`src/rtl/light_routine_sweeper_if.sv`:
```
// Bundle between the routine selector and the light-routine engine.
//   Enable : step prescaler run/freeze
//   Mode   : 00 bounce, 01 wrap, 10 fill, 11 hold
//   Leds   : LED pattern, bit 0 = leftmost LED
//   Digits : BCD step count, digit 0 in bits [3:0]
//   Done   : one-cycle completion pulse
// slave is the engine side, master is the selector side.
interface light_routine_sweeper_if #(
  parameter int unsigned LED_COUNT = 18,
  parameter int unsigned DIGITS    = 4
);
  logic                   Enable;
  logic [1:0]             Mode;
  logic [LED_COUNT-1:0]   Leds;
  logic [4*DIGITS-1:0]    Digits;
  logic                   Done;

  modport slave  (input Enable, input Mode, output Leds, output Digits, output Done);
  modport master (output Enable, output Mode, input Leds, input Digits, input Done);
endinterface

```
`src/rtl/light_routine_sweeper.sv`:
```
// LED light-routine engine: bounce/wrap bar, fill pattern or hold on an LED strip,
// a BCD step counter for the seven-segment decoders, and a Done pulse every
// SWEEPS completed sweeps.
//   Clock : rising-edge clock
//   Reset : asynchronous, active-high
//   bus   : light_routine_sweeper_if.slave (Enable, Mode in; Leds, Digits, Done out)
module light_routine_sweeper #(
  parameter int unsigned LED_COUNT = 18,
  parameter int unsigned BAR_WIDTH = 4,
  parameter int unsigned DIGITS    = 4,
  parameter int unsigned STEP_DIV  = 1,
  parameter int unsigned SWEEPS    = 1
) (
  input  logic                    Clock,
  input  logic                    Reset,
  light_routine_sweeper_if.slave  bus
);

  localparam int unsigned Max  = LED_COUNT - BAR_WIDTH;
  localparam int unsigned PosW = $clog2(LED_COUNT + 1);
  localparam int unsigned DivW = (STEP_DIV > 1) ? $clog2(STEP_DIV) : 1;
  localparam int unsigned CntW = $clog2(SWEEPS + 1);

  localparam logic [PosW-1:0] MaxPos    = PosW'(Max);
  localparam logic [PosW-1:0] FullFill  = PosW'(LED_COUNT);
  localparam logic [DivW-1:0] DivLast   = DivW'(STEP_DIV - 1);
  localparam logic [CntW-1:0] SweepLast = CntW'(SWEEPS - 1);

  typedef enum logic [1:0] {
    ModeBounce = 2'b00,
    ModeWrap   = 2'b01,
    ModeFill   = 2'b10,
    ModeHold   = 2'b11
  } mode_e;

  function automatic logic [LED_COUNT-1:0] bar_pattern(input logic [PosW-1:0] p);
    logic [LED_COUNT-1:0] r;
    r = '0;
    for (int i = 0; i < int'(LED_COUNT); i++) begin
      r[i] = (i >= int'(p)) && (i < int'(p) + int'(BAR_WIDTH));
    end
    return r;
  endfunction

  function automatic logic [LED_COUNT-1:0] fill_pattern(input logic [PosW-1:0] f);
    logic [LED_COUNT-1:0] r;
    r = '0;
    for (int i = 0; i < int'(LED_COUNT); i++) begin
      r[i] = i < int'(f);
    end
    return r;
  endfunction

  logic [DivW-1:0]      presc_q;
  mode_e                mode_q;
  logic [PosW-1:0]      pos_q, pos_nx;
  logic                 dir_up_q, dir_up_nx;
  logic [PosW-1:0]      fill_q, fill_nx;
  logic [CntW-1:0]      sweep_q;
  logic [LED_COUNT-1:0] leds_q;
  logic [4*DIGITS-1:0]  digits_q, digits_nx;
  logic                 done_q;
  logic                 strobe;
  logic                 wrap;
  logic                 carry;
  logic [3:0]           dig;
  mode_e                mode_in;

  assign mode_in = mode_e'(bus.Mode);
  assign strobe  = bus.Enable && (presc_q == DivLast);

  // Pattern advance for the current mode; wrap marks a completed sweep.
  always_comb begin
    pos_nx    = pos_q;
    dir_up_nx = dir_up_q;
    fill_nx   = fill_q;
    wrap      = 1'b0;
    unique case (mode_q)
      ModeBounce: begin
        if (dir_up_q) begin
          // Still heading up at MAX only happens when MAX is 0.
          if (pos_q == MaxPos) begin
            wrap = 1'b1;
          end else begin
            pos_nx = pos_q + 1'b1;
            if (pos_nx == MaxPos) dir_up_nx = 1'b0;
          end
        end else begin
          if (pos_q != '0) pos_nx = pos_q - 1'b1;
          if (pos_nx == '0) begin
            dir_up_nx = 1'b1;
            wrap      = 1'b1;
          end
        end
      end
      ModeWrap: begin
        if (pos_q == MaxPos) begin
          pos_nx = '0;
          wrap   = 1'b1;
        end else begin
          pos_nx = pos_q + 1'b1;
        end
      end
      ModeFill: begin
        if (fill_q == FullFill) begin
          fill_nx = '0;
          wrap    = 1'b1;
        end else begin
          fill_nx = fill_q + 1'b1;
        end
      end
      ModeHold: ;
    endcase
  end

  // Ripple-carry BCD increment; all nines wraps to all zeros.
  always_comb begin
    digits_nx = digits_q;
    carry     = 1'b1;
    dig       = '0;
    for (int i = 0; i < int'(DIGITS); i++) begin
      dig = digits_q[4*i +: 4];
      if (carry) begin
        if (dig == 4'd9) begin
          digits_nx[4*i +: 4] = 4'd0;
        end else begin
          digits_nx[4*i +: 4] = dig + 4'd1;
          carry               = 1'b0;
        end
      end
    end
  end

  always_ff @(posedge Clock or posedge Reset) begin
    if (Reset) begin
      presc_q  <= '0;
      mode_q   <= ModeBounce;
      pos_q    <= '0;
      dir_up_q <= 1'b1;
      fill_q   <= '0;
      sweep_q  <= '0;
      leds_q   <= bar_pattern('0);
      digits_q <= '0;
      done_q   <= 1'b0;
    end else begin
      done_q <= 1'b0;
      if (bus.Enable) presc_q <= strobe ? '0 : presc_q + 1'b1;
      if (strobe) begin
        digits_q <= digits_nx;
        if (mode_in != mode_q) begin
          mode_q   <= mode_in;
          pos_q    <= '0;
          dir_up_q <= 1'b1;
          fill_q   <= '0;
          sweep_q  <= '0;
          unique case (mode_in)
            ModeBounce, ModeWrap: leds_q <= bar_pattern('0);
            ModeFill:             leds_q <= '0;
            ModeHold:             ;
          endcase
        end else begin
          pos_q    <= pos_nx;
          dir_up_q <= dir_up_nx;
          fill_q   <= fill_nx;
          unique case (mode_q)
            ModeBounce, ModeWrap: leds_q <= bar_pattern(pos_nx);
            ModeFill:             leds_q <= fill_pattern(fill_nx);
            ModeHold:             ;
          endcase
          if (wrap) begin
            if (sweep_q == SweepLast) begin
              sweep_q <= '0;
              done_q  <= 1'b1;
            end else begin
              sweep_q <= sweep_q + 1'b1;
            end
          end
        end
      end
    end
  end

  assign bus.Leds   = leds_q;
  assign bus.Digits = digits_q;
  assign bus.Done   = done_q;

endmodule

```
`src/flat_wrapper.sv`:
```
// flat-port wrapper written by rule: the top's interface ports become plain ports
module light_routine_sweeper_flat 
#(
  parameter int unsigned LED_COUNT = 18,
  parameter int unsigned BAR_WIDTH = 4,
  parameter int unsigned DIGITS    = 4,
  parameter int unsigned STEP_DIV  = 1,
  parameter int unsigned SWEEPS    = 1
)
  (Clock, Reset, bus_Enable, bus_Mode, bus_Leds, bus_Digits, bus_Done);
  light_routine_sweeper_if #(.LED_COUNT(LED_COUNT), .DIGITS(DIGITS)) bus_i ();
  input  logic Clock;
  input  logic Reset;
  input wire logic [$bits(bus_i.Enable)-1:0] bus_Enable;
  input wire logic [$bits(bus_i.Mode)-1:0] bus_Mode;
  output wire logic [$bits(bus_i.Leds)-1:0] bus_Leds;
  output wire logic [$bits(bus_i.Digits)-1:0] bus_Digits;
  output wire logic [$bits(bus_i.Done)-1:0] bus_Done;
  assign bus_i.Enable = bus_Enable;
  assign bus_i.Mode = bus_Mode;
  assign bus_Leds = bus_i.Leds;
  assign bus_Digits = bus_i.Digits;
  assign bus_Done = bus_i.Done;
  light_routine_sweeper #(.LED_COUNT(LED_COUNT), .BAR_WIDTH(BAR_WIDTH), .DIGITS(DIGITS), .STEP_DIV(STEP_DIV), .SWEEPS(SWEEPS)) u_core (.Clock(Clock), .Reset(Reset), .bus(bus_i));
endmodule
```
`config.mk`:
```
export PLATFORM = sky130hd
export DESIGN_NAME = light_routine_sweeper_flat
export DESIGN_NICKNAME = d
export VERILOG_FILES = /design/src/rtl/light_routine_sweeper_if.sv /design/src/rtl/light_routine_sweeper.sv /design/src/flat_wrapper.sv
export SDC_FILE = /design/constraint.sdc
export NUM_CORES = 1
export LEC_CHECK = 0
export ABC_AREA = 1
export CAP_MARGIN = 20
export CORE_ASPECT_RATIO = 1.5
export CORE_UTILIZATION = 35
export CTS_BUF_LIST = sky130_fd_sc_hd__clkbuf_2 sky130_fd_sc_hd__clkbuf_4 sky130_fd_sc_hd__clkbuf_8
export DETAILED_ROUTE_END_ITERATION = 12
export GPL_TIMING_DRIVEN = 0
export MAX_ROUTING_LAYER = met4
export SLEW_MARGIN = 20
export SYNTH_ARGS = -nofsm -noshare
export SYNTH_HDL_FRONTEND = slang
export SYNTH_SLANG_ARGS = --single-unit
```
`constraint.sdc`:
```
create_clock -name Clock -period 4.85 [get_ports Clock]
set_input_delay 0.485 -clock Clock [delete_from_list [all_inputs] [get_ports Clock]]
set_output_delay 0.485 -clock Clock [all_outputs]
set_load 0.02 [all_outputs]
```
# Word level (Yosys, flattened, before mapping)
# Cells that the tools add are included.
[totals]
inputBits = 5
elab_cells = 166
regBits = 50
[classes]
eq_ne = 13
add_sub_neg = 10
order_cmp = 54
n_bitwise = 1
n_mux = 41
n_reduce_logical = 35
[op_table]
columns = ["op", "count"]
rows = [
  ["$lt A5 B32 Y1 const A", 8],
  ["$lt A4 B32 Y1 const A", 4],
  ["$pmux W18 S2", 2],
  ["$lt A3 B32 Y1 const A", 2],
  ["$lt A6 B32 Y1 const A", 2],
  ["$mux W5", 10],
  ["$ge A4 B5 Y1 const A", 8],
  ["$lt A4 B5 Y1 const A", 8],
  ["$lt A1 B32 Y1 const A", 1],
  ["$lt A2 B32 Y1 const A", 1],
  ["$mux W1", 22],
  ["$ge A3 B5 Y1 const A", 4],
  ["$lt A3 B5 Y1 const A", 4],
  ["$logic_and A1 B1 Y1", 19],
  ["$mux W18", 1],
  ["$add A4 B1 Y4 const B", 4],
  ["$eq A4 B4 Y1 const B", 4],
  ["$mux W4", 4],
  ["$reduce_and A2 Y1", 6],
  ["$add A5 B1 Y5 const B", 2],
  ["$eq A5 B4 Y1 const B", 2],
  ["$ge A1 B5 Y1 const A", 2],
  ["$ge A2 B5 Y1 const A", 2],
  ["$ge A5 B5 Y1 const A", 2],
  ["other kinds (21)", 30],
]

# Longest topological paths before layout
# Gate-level depths: netlist (run 1).
[depth]
depth_word = 11
mapped_depth = 20

# Worst setup path before layout (run 1)
# OpenSTA, ideal clock, no wires.
[synth_path]
path_kind = "reg-to-reg"
from = "register u_core.pos_q[0]"
to = "register u_core.leds_q[13] (netlist: u_core.bus.Leds[13])"
setup_slack_ns = 2.532
synth_period_minus_slack_ns = 2.318
arrival_ns = 2.201
setup_time_ns = 0.117
path_stages_with_launch = 19
cell_sequence = "dfrtp_1 > inv_1 > ha_1 > nand2_1 > inv_1 > nand2_2 > nand2_1 > nor2_1 > nor2_2 > nand2_2 > nand2_2 > ha_1 > xnor2_1 > inv_2 > nand2_4 > o21ai_1 > nand2_1 > nand3_1 > nand2_1"
[synth_between]
elab_chain_cells = 11
word_cells_on_any_way = 17
cone_classes = "3 x add/sub; 2 x order compare; 1 x eq/ne; 9 x mux; 2 x reduce/logical"
[synth_lines]
columns = ["item", "line_no", "source"]
rows = [
  ["start, declared", "light_routine_sweeper.sv:56", "logic [PosW-1:0] pos_q, pos_nx;"],
  ["start signal, assigned", "light_routine_sweeper.sv:162", "pos_q <= pos_nx;"],
  ["$sub A5 B1 Y5 or $reduce_bool A5 Y1 (tied branches)", "light_routine_sweeper.sv:89", "if (pos_q != '0) pos_nx = pos_q - 1'b1;"],
  ["$mux W5", "light_routine_sweeper.sv:89", ""],
  ["$mux W5", "light_routine_sweeper.sv:80", "if (dir_up_q) begin"],
  ["$mux W5", "light_routine_sweeper.sv:78", "unique case (mode_q)"],
  ["$mux W5", "light_routine_sweeper.sv:80", ""],
  ["$pmux W5 S2 *", "light_routine_sweeper.sv:78", ""],
  ["$add A5 B3 Y6", "light_routine_sweeper.sv:40", "r[i] = (i >= int'(p)) && (i < int'(p) + int'(BAR_WIDTH));"],
  ["$lt A5 B32 Y1", "light_routine_sweeper.sv:40", ""],
  ["$logic_and A1 B1 Y1 *", "light_routine_sweeper.sv:40", ""],
  ["$pmux W18 S2 *", "light_routine_sweeper.sv:165", "unique case (mode_q)"],
  ["$mux W18 *", "light_routine_sweeper.sv:150", "if (mode_in != mode_q) begin"],
  ["end signal, assigned", "light_routine_sweeper.sv:157", "ModeBounce, ModeWrap: leds_q <= bar_pattern('0);"],
  ["end signal, assigned", "light_routine_sweeper.sv:166", "ModeBounce, ModeWrap: leds_q <= bar_pattern(pos_nx);"],
  ["end signal, assigned", "light_routine_sweeper.sv:167", "ModeFill: leds_q <= fill_pattern(fill_nx);"],
  ["end, declared", "light_routine_sweeper.sv:60", "logic [LED_COUNT-1:0] leds_q;"],
]
# Mark *: on every way between the ends. The rest lies on a longest branch, timed or not. The select of a mux whose other input is x is not followed.
# A chain may end at the register's enable or synchronous reset.

# Final worst setup path (run 1)
# Ends and elaborated chain as after synthesis.

==> results of run 1 <==
==> sequential cells by signal (all words and copies together), names as in the netlist <==
register           cells
u_core.bus.Leds       18
u_core.bus.Digits     16
u_core.fill_q          5
u_core.mode_q          2
u_core.dir_up_q        1
u_core.pos_q           5
u_core.bus.Done        1
u_core.presc_q         1
==> kinds of logic after synthesis <==
| group | count (synthesis) | synth area share, % |
|---|---|---|
| buffers and inverters | 76 | 8.711 |
| adders and majority gates | 12 | 4.320 |
| xor gates and xnor gates | 13 | 3.492 |
| AOI/OAI and AO/OA | 75 | 11.95 |
| and+or+nand+nor | 277 | 36.07 |
| DFF | 49 | 35.46 |
==> worst paths after layout <==
check	startpoint	end	slack, ps	cells past startpoint
max reg2reg	u_core.pos_q[0]	u_core.bus.Leds[13]	1910	17
min reg2reg	u_core.presc_q	u_core.presc_q	480	2
min	u_core.presc_q	u_core.presc_q	480	2
min in group asynchronous	Reset	u_core.bus.Leds[6]	570	2
max	u_core.pos_q[0]	u_core.bus.Leds[13]	1910	17
max in group asynchronous	Reset	u_core.bus.Leds[3]	3670	3
==> cell usage in the layout, fill, tap and decap left out, types with 12 or more instances in the layout <==
cell type        count
inv_1               55
ha_1                12
clkdlybuf4s50_1     39
dfrtp_1             44
o21ai_0             17
nor2_1              62
a21oi_1             27
nand3_1             30
o21ai_1             17
nand2_1            141
==> routing by layer <==
layer	vias up	part of all wire (%)	track usage (%)
met4	0	2.2	7.328
met3	13	2.3	2.121
met1	1554	43	21.69
met5	-	0	-
li1	1691	-	-
met2	53	53	33.61
==> through the flow <==
step / instances / worst slack (ps) / hold WS (ps)
final: 665 / 1912 / 484.0
after global routing: 665 / 1701 / 512.8
after CTS: 665 / 1937 / 495.4
after detailed placement: 657 / 1966 / 467.2
after global placement: 656 / 1971 / 459.2
after floorplan: 502 / 2532 / 445.4
==> cells in the mapped netlist <==
library cell	count
inv_4	1
or2_0	1
buf_4	3
buf_2	2
nor2_1	62
dfrtp_1	44
nand2_2	8
a21oi_4	1
xnor2_1	4
clkbuf_1	4
o22ai_1	7
o21ai_2	1
nor3_1	9
nand2_4	2
nand3_1	30
nand4_1	6
o21ai_1	17
a21oi_2	1
dfstp_2	5
buf_1	1
xor2_2	1
nand2_1	141
xor2_1	8
nand3_4	2
nor3_2	1
a21oi_1	27
ha_1	12
nor2_4	4
nor3b_2	1
inv_1	56
o21ai_0	17
a31oi_1	2
clkinv_2	1
a221oi_1	1
nor4_1	1
nor2_2	5
inv_2	8
a21boi_2	1
nand3_2	4
==> worst max-delay path, delay by kind of cell, from the launching register on <==
family | cells | cell delay (ps)
AND/OR/NAND/NOR | 10 | 1000
adder cells (fa/ha/maj) | 2 | 550
buffers and inverters | 3 | 490
flip-flops | 1 | 470
XOR/XNOR | 1 | 160
AO/OA/AOI/OAI | 1 | 130
==> layout make-up <==
cell class,count,area [um^2],area share [%]
Clock buffer,6,76.32,1.849
Multi-Input combinational cell,377,1941,47.01
Timing Repair Buffer,40,417.9,10.12
Inverter,66,251.5,6.093
Tap cell,115,143.9,3.486
Sequential cell,49,1232,29.86
Clock inverter,2,13.76,0.3334
Buffer,10,51.30,1.243
==> power breakdown <==
group	internal, mW	switching (mW)
Combinational	0.216	0.345
Clock	0.109	0.152
Sequential	0.473	0.0506
Total	0.798	0.547
==> impl_metrics.env, run 1 <==
export IMPL_outcome="completed"
export IMPL_syn_nets=519
export IMPL_viasPerCell=4.979
export IMPL_cp_cell_sequence="inv_1 -> ha_1 -> nand3_2 -> nand2_1 -> nand2_1 -> nand2_1 -> nand2_1 -> nand2_2 -> inv_4 -> ha_1 -> xnor2_1 -> inv_2 -> nand2_4 -> o21ai_1 -> nand2_1 -> nand3_1 -> nand2_1"
export IMPL_crit_fanout=9
export IMPL_clock_path_buffers=2
export IMPL_yosys_area_top_type="dfrtp_1"
export IMPL_ioPinCount=40
export IMPL_fin_crit_sh_pct=60.58
export IMPL_fillers=1040
export IMPL_hold_class="reg2reg"
export IMPL_drt_total_wl_um=9270
export IMPL_maxSlewViolCount=0
export IMPL_hold_violations=0
export IMPL_fin_crit_ps=2938
export IMPL_initial_core_util_pct=35.87
export IMPL_dieArea_mm2=0.01034
export IMPL_dr_total_vias=3311
export IMPL_drtIter0Drc=146
export IMPL_critPathLaunchType="register"
export IMPL_worstSkewPairLatency_ps=320
export IMPL_cts_setup_buffers=0
export IMPL_drt_pass1_iter_count=5
export IMPL_maxSlewHeadroom_pct=55.71
export IMPL_rsz0062_at_grt="no"
export IMPL_synth_cell_types=39
export IMPL_cts_tree="yes"
export IMPL_fin_skew_ps=9.666
export IMPL_grtUsageTotal_pct=18.80
export IMPL_gp_congestion=0.9054
export IMPL_drcViolationCount=0
export IMPL_area_delta_synth_final_pct=18.75
export IMPL_grt_pass1_vias=3127
export IMPL_tightest_slew_ps=663.4
export IMPL_htreeDepth=2
export IMPL_numPortBuffers=39
export IMPL_yosys_area_top_type_share_pct=31.68
export IMPL_grt_pass1_wl_um=15060
export IMPL_ys_warnings_count=0
export IMPL_maxCapViolations=0
export IMPL_synthesis_area_mm2=0.003476
export IMPL_setup_violations=0
export IMPL_syn_inst=502
export IMPL_synth_area_leaders="dfrtp_1 (32%), nand2_1 (15%), nor2_1 (6.7%)"
export IMPL_layout_drive_gt1_share_pct=11.27
export IMPL_cts_repair_resized=0
export IMPL_place_area_mm2=0.004038
export IMPL_critPathSlowestCell="dfrtp_1"
export IMPL_fin_area_mm2=0.004128
export IMPL_critPathMaxStageDelay_ps=470
export IMPL_cpMostUsedCell="nand2_1"
export IMPL_crit_required_ps=5060
export IMPL_clkTransAtPathRegs_ps=100
export IMPL_ir_drop_uv=214.2
export IMPL_leakage_nw=2.043
export IMPL_p_total_mw=1.345
export IMPL_crit_type="reg2reg"
export IMPL_num_rows=44
export IMPL_tns_ps=0
export IMPL_die_w_um=83.37
export IMPL_post_route_util_pct=42.60
export IMPL_end_kind="register"
export IMPL_clock_sinks=49
export IMPL_antenna_left=0
export IMPL_synth_seq_area_share_pct=35.46
export IMPL_grt_antenna_before_repair=0
export IMPL_fin_nets=566
export IMPL_synth_ff_latch_count=49
export IMPL_max_freq_mhz=340.4
export IMPL_avgSynthCellArea_um2=6.924
export IMPL_grt_overflow_total=0
export IMPL_cts_buffers=5
export IMPL_power_density_mw_per_mm2=325.8
export IMPL_arrival_ps=3150
export IMPL_cts_root_buf="clkbuf_8"
export IMPL_routedWlPerCell_um=13.94
export IMPL_coreArea_mm2=0.009689
export IMPL_grt_max_degree=31
export IMPL_hpwl_um=7245
export IMPL_die_h_um=124.1
export IMPL_antenna_cells=0
export IMPL_holdBufCountCts=0
No activity file was read; power rests on OpenSTA's default activity.
==> run 2: changes to the inputs <==
Clock period 4.85 ns to 2.6 ns, I/O delays scaled along.
==> run 2 against run 1 <==
Net effect:
- sequential cell count is the same
- cell count up 1.5%
- wire length increased by 1.3%
- critical path depth is the same
- first-iteration DRC count shrank 11%
- fmax rose by 20%
- register-to-register slack worse by 1800 ps
- critical endpoint is now u_core.bus.Leds[3]
- design area is 3.7% higher
- sequential share of layout area decreased by 1.0 points
- clock power is 87% higher
- total power up 90%
- global-route usage is 0.28 points higher
==> impl_metrics.env, run 2 (synthesis results as in run 1) <==
export IMPL_outcome="completed"
export IMPL_cpMostUsedCell="nand2_1"
export IMPL_postLayoutSetupSlackWorst_ps=153.3
export IMPL_clkTransAtPathRegs_ps=100
export IMPL_hpwl_um=7245
export IMPL_clock_sinks=49
export IMPL_grt_pass1_wl_um=15260
export IMPL_arrival_ps=2690
export IMPL_cts_buffers=5
export IMPL_gp_congestion=0.9054
export IMPL_drt_pass1_iter_count=4
export IMPL_multiInputGateArea_mm2=0.002012
export IMPL_critPathLaunchType="register"
export IMPL_power_density_mw_per_mm2=595.6
export IMPL_layout_drive_gt1_share_pct=15.00
export IMPL_dr_total_vias=3350
export IMPL_drcViolationCount=0
export IMPL_ioPinCount=40
export IMPL_fillers=1027
export IMPL_end_kind="register"
export IMPL_coreArea_mm2=0.009689
export IMPL_die_h_um=124.1
export IMPL_worstSkewPairLatency_ps=320
export IMPL_grt_overflow_total=0
export IMPL_grtUsageTotal_pct=19.08
export IMPL_drt_total_wl_um=9388
export IMPL_fin_crit_ps=2447
export IMPL_drtIter0Drc=130
export IMPL_dieArea_mm2=0.01034
export IMPL_crit_required_ps=2840
export IMPL_instances_no_fill=675
export IMPL_cts_root_buf="clkbuf_8"
export IMPL_largest_reg_flops=18
export IMPL_fin_area_mm2=0.004282
export IMPL_ir_drop_uv=399.0
export IMPL_grt_antenna_before_repair=0
export IMPL_leakage_nw=2.117
export IMPL_setup_violations=0
export IMPL_cp_cell_sequence="inv_4 -> ha_1 -> nand2_1 -> inv_1 -> a21oi_1 -> a21boi_2 -> nand2_8 -> inv_4 -> ha_2 -> inv_1 -> nor2_4 -> inv_2 -> o21ai_1 -> nand2_1 -> nand2_1 -> nand2_1 -> a21oi_1"
export IMPL_place_area_mm2=0.004038
export IMPL_area_delta_synth_final_pct=23.18
export IMPL_antenna_cells=0
export IMPL_layout_commonest_cell="nand2_1"
export IMPL_reg2reg_slack_ps=150
export IMPL_grt_pass1_vias=3167
export IMPL_numPortBuffers=39
export IMPL_tightest_slew_ps=663.4
export IMPL_dp_cells=657
export IMPL_mostFrequentLayoutCells="nand2_1 (141), nor2_1 (62), inv_1 (52)"
export IMPL_num_rows=44
export IMPL_post_route_util_pct=44.19
export IMPL_holdBufCountCts=0
export IMPL_critPathMaxStageDelay_ps=440
export IMPL_antenna_left=0
export IMPL_grt_max_degree=31
export IMPL_maxSlewViolCount=0
export IMPL_fin_nets=576
export IMPL_clock_path_buffers=2
export IMPL_htreeDepth=2
export IMPL_seq_area_mm2=0.001235
export IMPL_crit_fanout=8
export IMPL_die_w_um=83.37
export IMPL_routedWlPerCell_um=13.91
export IMPL_critPathSlowestCell="dfrtp_2"
export IMPL_hold_class="in2async"
export IMPL_pre_cts_ws_ps=-283.7
export IMPL_fin_skew_ps=8.937
export IMPL_fin_crit_sh_pct=94.10
export IMPL_viasPerCell=4.963
export IMPL_cts_tree="yes"
export IMPL_maxSlewHeadroom_pct=55.71
export IMPL_initial_core_util_pct=35.87
export IMPL_maxCapViolations=0
export IMPL_max_freq_mhz=408.7
export IMPL_hold_violations=0
export IMPL_crit_type="reg2reg"
[run 2: cell types whose count changed in the layout (fill, tap and decap cells not counted), moves of 2 or more]
cell,change
buf_4,+10
ha_1,-4
inv_1,-3
nand2_2,-3
dfrtp_1,-2
dfrtp_2,+2
ha_2,+2
ha_4,+2
inv_4,+2
nand2_4,+2
[run 2: path summary, 6_finish.rpt]
| check | startpoint | to | cells after the start |
|---|---|---|---|
| min reg2reg | u_core.presc_q | u_core.presc_q | 2 |
| max | u_core.pos_q[0] | u_core.bus.Leds[3] | 17 |
| min in group Clock | u_core.presc_q | u_core.presc_q | 2 |
| max reg2reg | u_core.pos_q[0] | u_core.bus.Leds[3] | 17 |
| min | Reset | u_core.bus.Digits[14] | 2 |
| max in group asynchronous | Reset | u_core.bus.Leds[3] | 3 |
[run 2: repair_timing]
| action | in CTS | in global routing |
|---|---|---|
| setup buffers | 2 | 8 |
| resized for setup | 9 | 12 |
| setup endpoints to repair | 16 | 14 |
| pin swaps | 0 | 3 |
[run 2: worst max-delay path, delay by kind of cell (launching register included)]
kind,cells,cell delay (ps)
compound gates,4,650
fa+ha+maj,2,350
buf+inv,5,440
flops,1,440
simple gates,6,500
[run 2: layout make-up]
cell class	count	share of cell area (%)
multi-input combinational	377	46.99
timing repair buffer	50	11.51
buffer	10	1.198
sequential	49	28.84
inverter	66	5.991
clock buffer	6	1.783
tap	115	3.361
clock inverter	2	0.3214
[run 2: metrics by stage]
| step | setup TNS [ps] | hold WS [ps] | total power, mW |
|---|---|---|---|
| floorplan | 0 | 326.4 | 1.661 |
| global placement | -2743 | 459.2 | 2.019 |
| detailed placement | -3023 | 467.2 | 2.036 |
| CTS | 0 | 373.8 | 2.548 |
| global route | -25.20 | 418.7 | 2.725 |
| finish | 0 | 347.3 | 2.550 |
[run 2: routing by layer]
layer  share of wire [%]  up-vias  GRT usage [%]
met1                  43     1558          21.90
met3                 2.0       18          1.988
met5                   0        -              -
li1                    -     1719              -
met4                 2.6        0          7.974
met2                  52       55          34.12
[run 2: power breakdown]
part | switching (mW) | total [mW] | internal (mW)
logic | 0.661 | 1.09 | 0.430
clock network | 0.282 | 0.485 | 0.203
registers | 0.0919 | 0.974 | 0.882
==> run 3: changes to the inputs <==
Settings changed: PLACE_DENSITY_LB_ADDON set to 0.3.
==> run 3 against run 2 <==
Net effect:
- total power is 4.5% higher
- sequential power is 0.4% higher
- critical endpoint unchanged
- non-clock buffer count is 5 lower
- global-route usage is 0.29 points lower
- first-iteration DRC count is 57% higher
- critical path type unchanged
- wire length is 1.2% higher
- combinational power hardly changed
- largest power group unchanged
- cell count is 0.74% lower
- hold slack better by 20 ps
- via count is 2.7% higher
- clock power is 21% higher
==> impl_metrics.env, run 3 (synthesis results as in run 1) <==
export IMPL_critPathSlowestCell="dfrtp_2"
export IMPL_htreeDepth=2
export IMPL_cp_cell_sequence="inv_4 -> ha_1 -> nand2_1 -> inv_1 -> a21oi_1 -> a21boi_2 -> nand2_8 -> inv_4 -> ha_2 -> inv_1 -> nor2_4 -> inv_2 -> o21ai_2 -> nand2_1 -> nand2_1 -> nand2_1 -> a21oi_2"
export IMPL_seq_area_mm2=0.001235
export IMPL_worstSkewPairLatency_ps=320
export IMPL_crit_type="reg2reg"
export IMPL_tightest_slew_ps=717.8
export IMPL_fin_crit_ps=2450
export IMPL_cpMostUsedCell="nand2_1"
export IMPL_reg2reg_slack_ps=150
export IMPL_rsz0062_at_grt="yes"
export IMPL_reg2reg_depth=17
export IMPL_dp_cells=657
export IMPL_grt_overflow_total=0
export IMPL_pre_cts_ws_ps=-232.4
export IMPL_drt_pass1_iter_count=5
export IMPL_fin_crit_sh_pct=94.22
export IMPL_drcViolationCount=0
export IMPL_critPathMaxStageDelay_ps=450
export IMPL_die_w_um=83.37
export IMPL_grtUsageTotal_pct=18.79
export IMPL_initial_core_util_pct=35.87
export IMPL_dieArea_mm2=0.01034
export IMPL_layout_commonest_cell="nand2_1"
export IMPL_fin_skew_ps=17.16
export IMPL_instances_no_fill=670
export IMPL_reg2reg_to="u_core.bus.Leds[3]"
export IMPL_ioPinCount=40
export IMPL_drt_total_wl_um=9498
export IMPL_dr_total_vias=3439
export IMPL_arrival_ps=2700
export IMPL_postLayoutSetupSlackWorst_ps=150.2
export IMPL_p_total_mw=2.665
export IMPL_maxCapViolations=0
export IMPL_num_rows=44
export IMPL_grt_pass1_wl_um=15190
export IMPL_cts_root_buf="clkbuf_8"
export IMPL_grt_antenna_before_repair=0
export IMPL_ir_drop_uv=403.8
export IMPL_end_kind="register"
export IMPL_layout_drive_gt1_share_pct=14.95
export IMPL_area_delta_synth_final_pct=23.29
export IMPL_power_density_mw_per_mm2=622.0
export IMPL_grt_pass1_vias=3332
export IMPL_maxSlewViolCount=0
export IMPL_leakage_nw=2.105
export IMPL_clkTransAtPathRegs_ps=100
export IMPL_worstReg2RegStart="u_core.pos_q[0]"
export IMPL_largest_reg_flops=18
export IMPL_cts_tree="yes"
export IMPL_hold_class="in2async"
export IMPL_fin_nets=571
export IMPL_crit_fanout=9
export IMPL_drtIter0Drc=204
export IMPL_coreArea_mm2=0.009689
export IMPL_antenna_left=0
export IMPL_clock_sinks=49
export IMPL_gp_congestion=0.9114
export IMPL_post_route_util_pct=44.23
export IMPL_fillers=995
export IMPL_antenna_cells=0
export IMPL_maxSlewHeadroom_pct=52.08
export IMPL_hpwl_um=7077
export IMPL_max_freq_mhz=408.2
export IMPL_setup_violations=0
export IMPL_grt_max_degree=33
export IMPL_clock_path_buffers=2
export IMPL_cts_buffers=5
export IMPL_holdBufCountCts=0
export IMPL_multiInputGateArea_mm2=0.002026
export IMPL_die_h_um=124.1
export IMPL_mostFrequentLayoutCells="nand2_1 (141), nor2_1 (60), inv_1 (52)"
export IMPL_viasPerCell=5.133
export IMPL_crit_required_ps=2850
export IMPL_numPortBuffers=39
export IMPL_critPathLaunchType="register"
export IMPL_outcome="completed"
export IMPL_hold_violations=0
export IMPL_routedWlPerCell_um=14.18
[run 3: metrics by stage]
step / hold slack [ps] / setup TNS [ps] / instance area [um^2]
after floorplan: 326.4 / 0 / 3476
final: 367.6 / 0 / 4285
after global routing: 441.5 / -99.57 / 4285
after detailed placement: 468.2 / -2377 / 4038
after global placement: 458.9 / -2280 / 4010
after CTS: 389.4 / 0 / 4178
[run 3: layer usage]
layer	GRT usage, %	routed length, um	share of wire [%]
met4	9.159	239	2.5
met1	20.99	4025	42
met5	-	0	0
met3	2.452	312	3.3
met2	33.30	4921	52
[run 3: worst max-delay path, delay by kind of cell (launching register included)]
kind,cells,cell delay (ps)
fa+ha+maj,2,350
simple gates,6,490
buf+inv,5,440
compound gates,4,630
flops,1,450
[run 3: final cells by class]
| type | count | area share [%] |
|---|---|---|
| multi-input cells | 377 | 47.27 |
| flip-flops and latches | 49 | 28.82 |
| repair buffers | 45 | 10.63 |
| inverters | 66 | 6.044 |
| well taps | 115 | 3.358 |
| clock buffers | 6 | 1.781 |
| plain buffers | 10 | 1.197 |
| clock inverters | 2 | 0.9051 |
[run 3: worst max path at each step]
| stage | startpoint | end | slack [ps] |
|---|---|---|---|
| 2_1_floorplan | u_core.pos_q[0] | u_core.bus.Leds[13] | 280 |
| 3_3_place_gp | u_core.pos_q[0] | u_core.bus.Leds[13] | -240 |
| 3_5_place_dp | u_core.pos_q[0] | u_core.bus.Leds[13] | -230 |
| 4_1_cts | u_core.pos_q[1] | u_core.bus.Leds[3] | 20 |
| 5_1_grt | u_core.pos_q[0] | u_core.bus.Leds[2] | -50 |
| 6_report | u_core.pos_q[0] | u_core.bus.Leds[3] | 150 |
[run 3: what timing repair did]
item | CTS | global route
gates resized for setup | 6 | 20
pin swaps | 0 | 9
setup endpoints to repair | 16 | 15
buffers inserted | 2 | 3
[run 3: power breakdown]
part	switching, mW	total, mW	internal, mW
Combinational	0.668	1.10	0.431
Sequential	0.0959	0.978	0.882
Clock	0.288	0.588	0.300
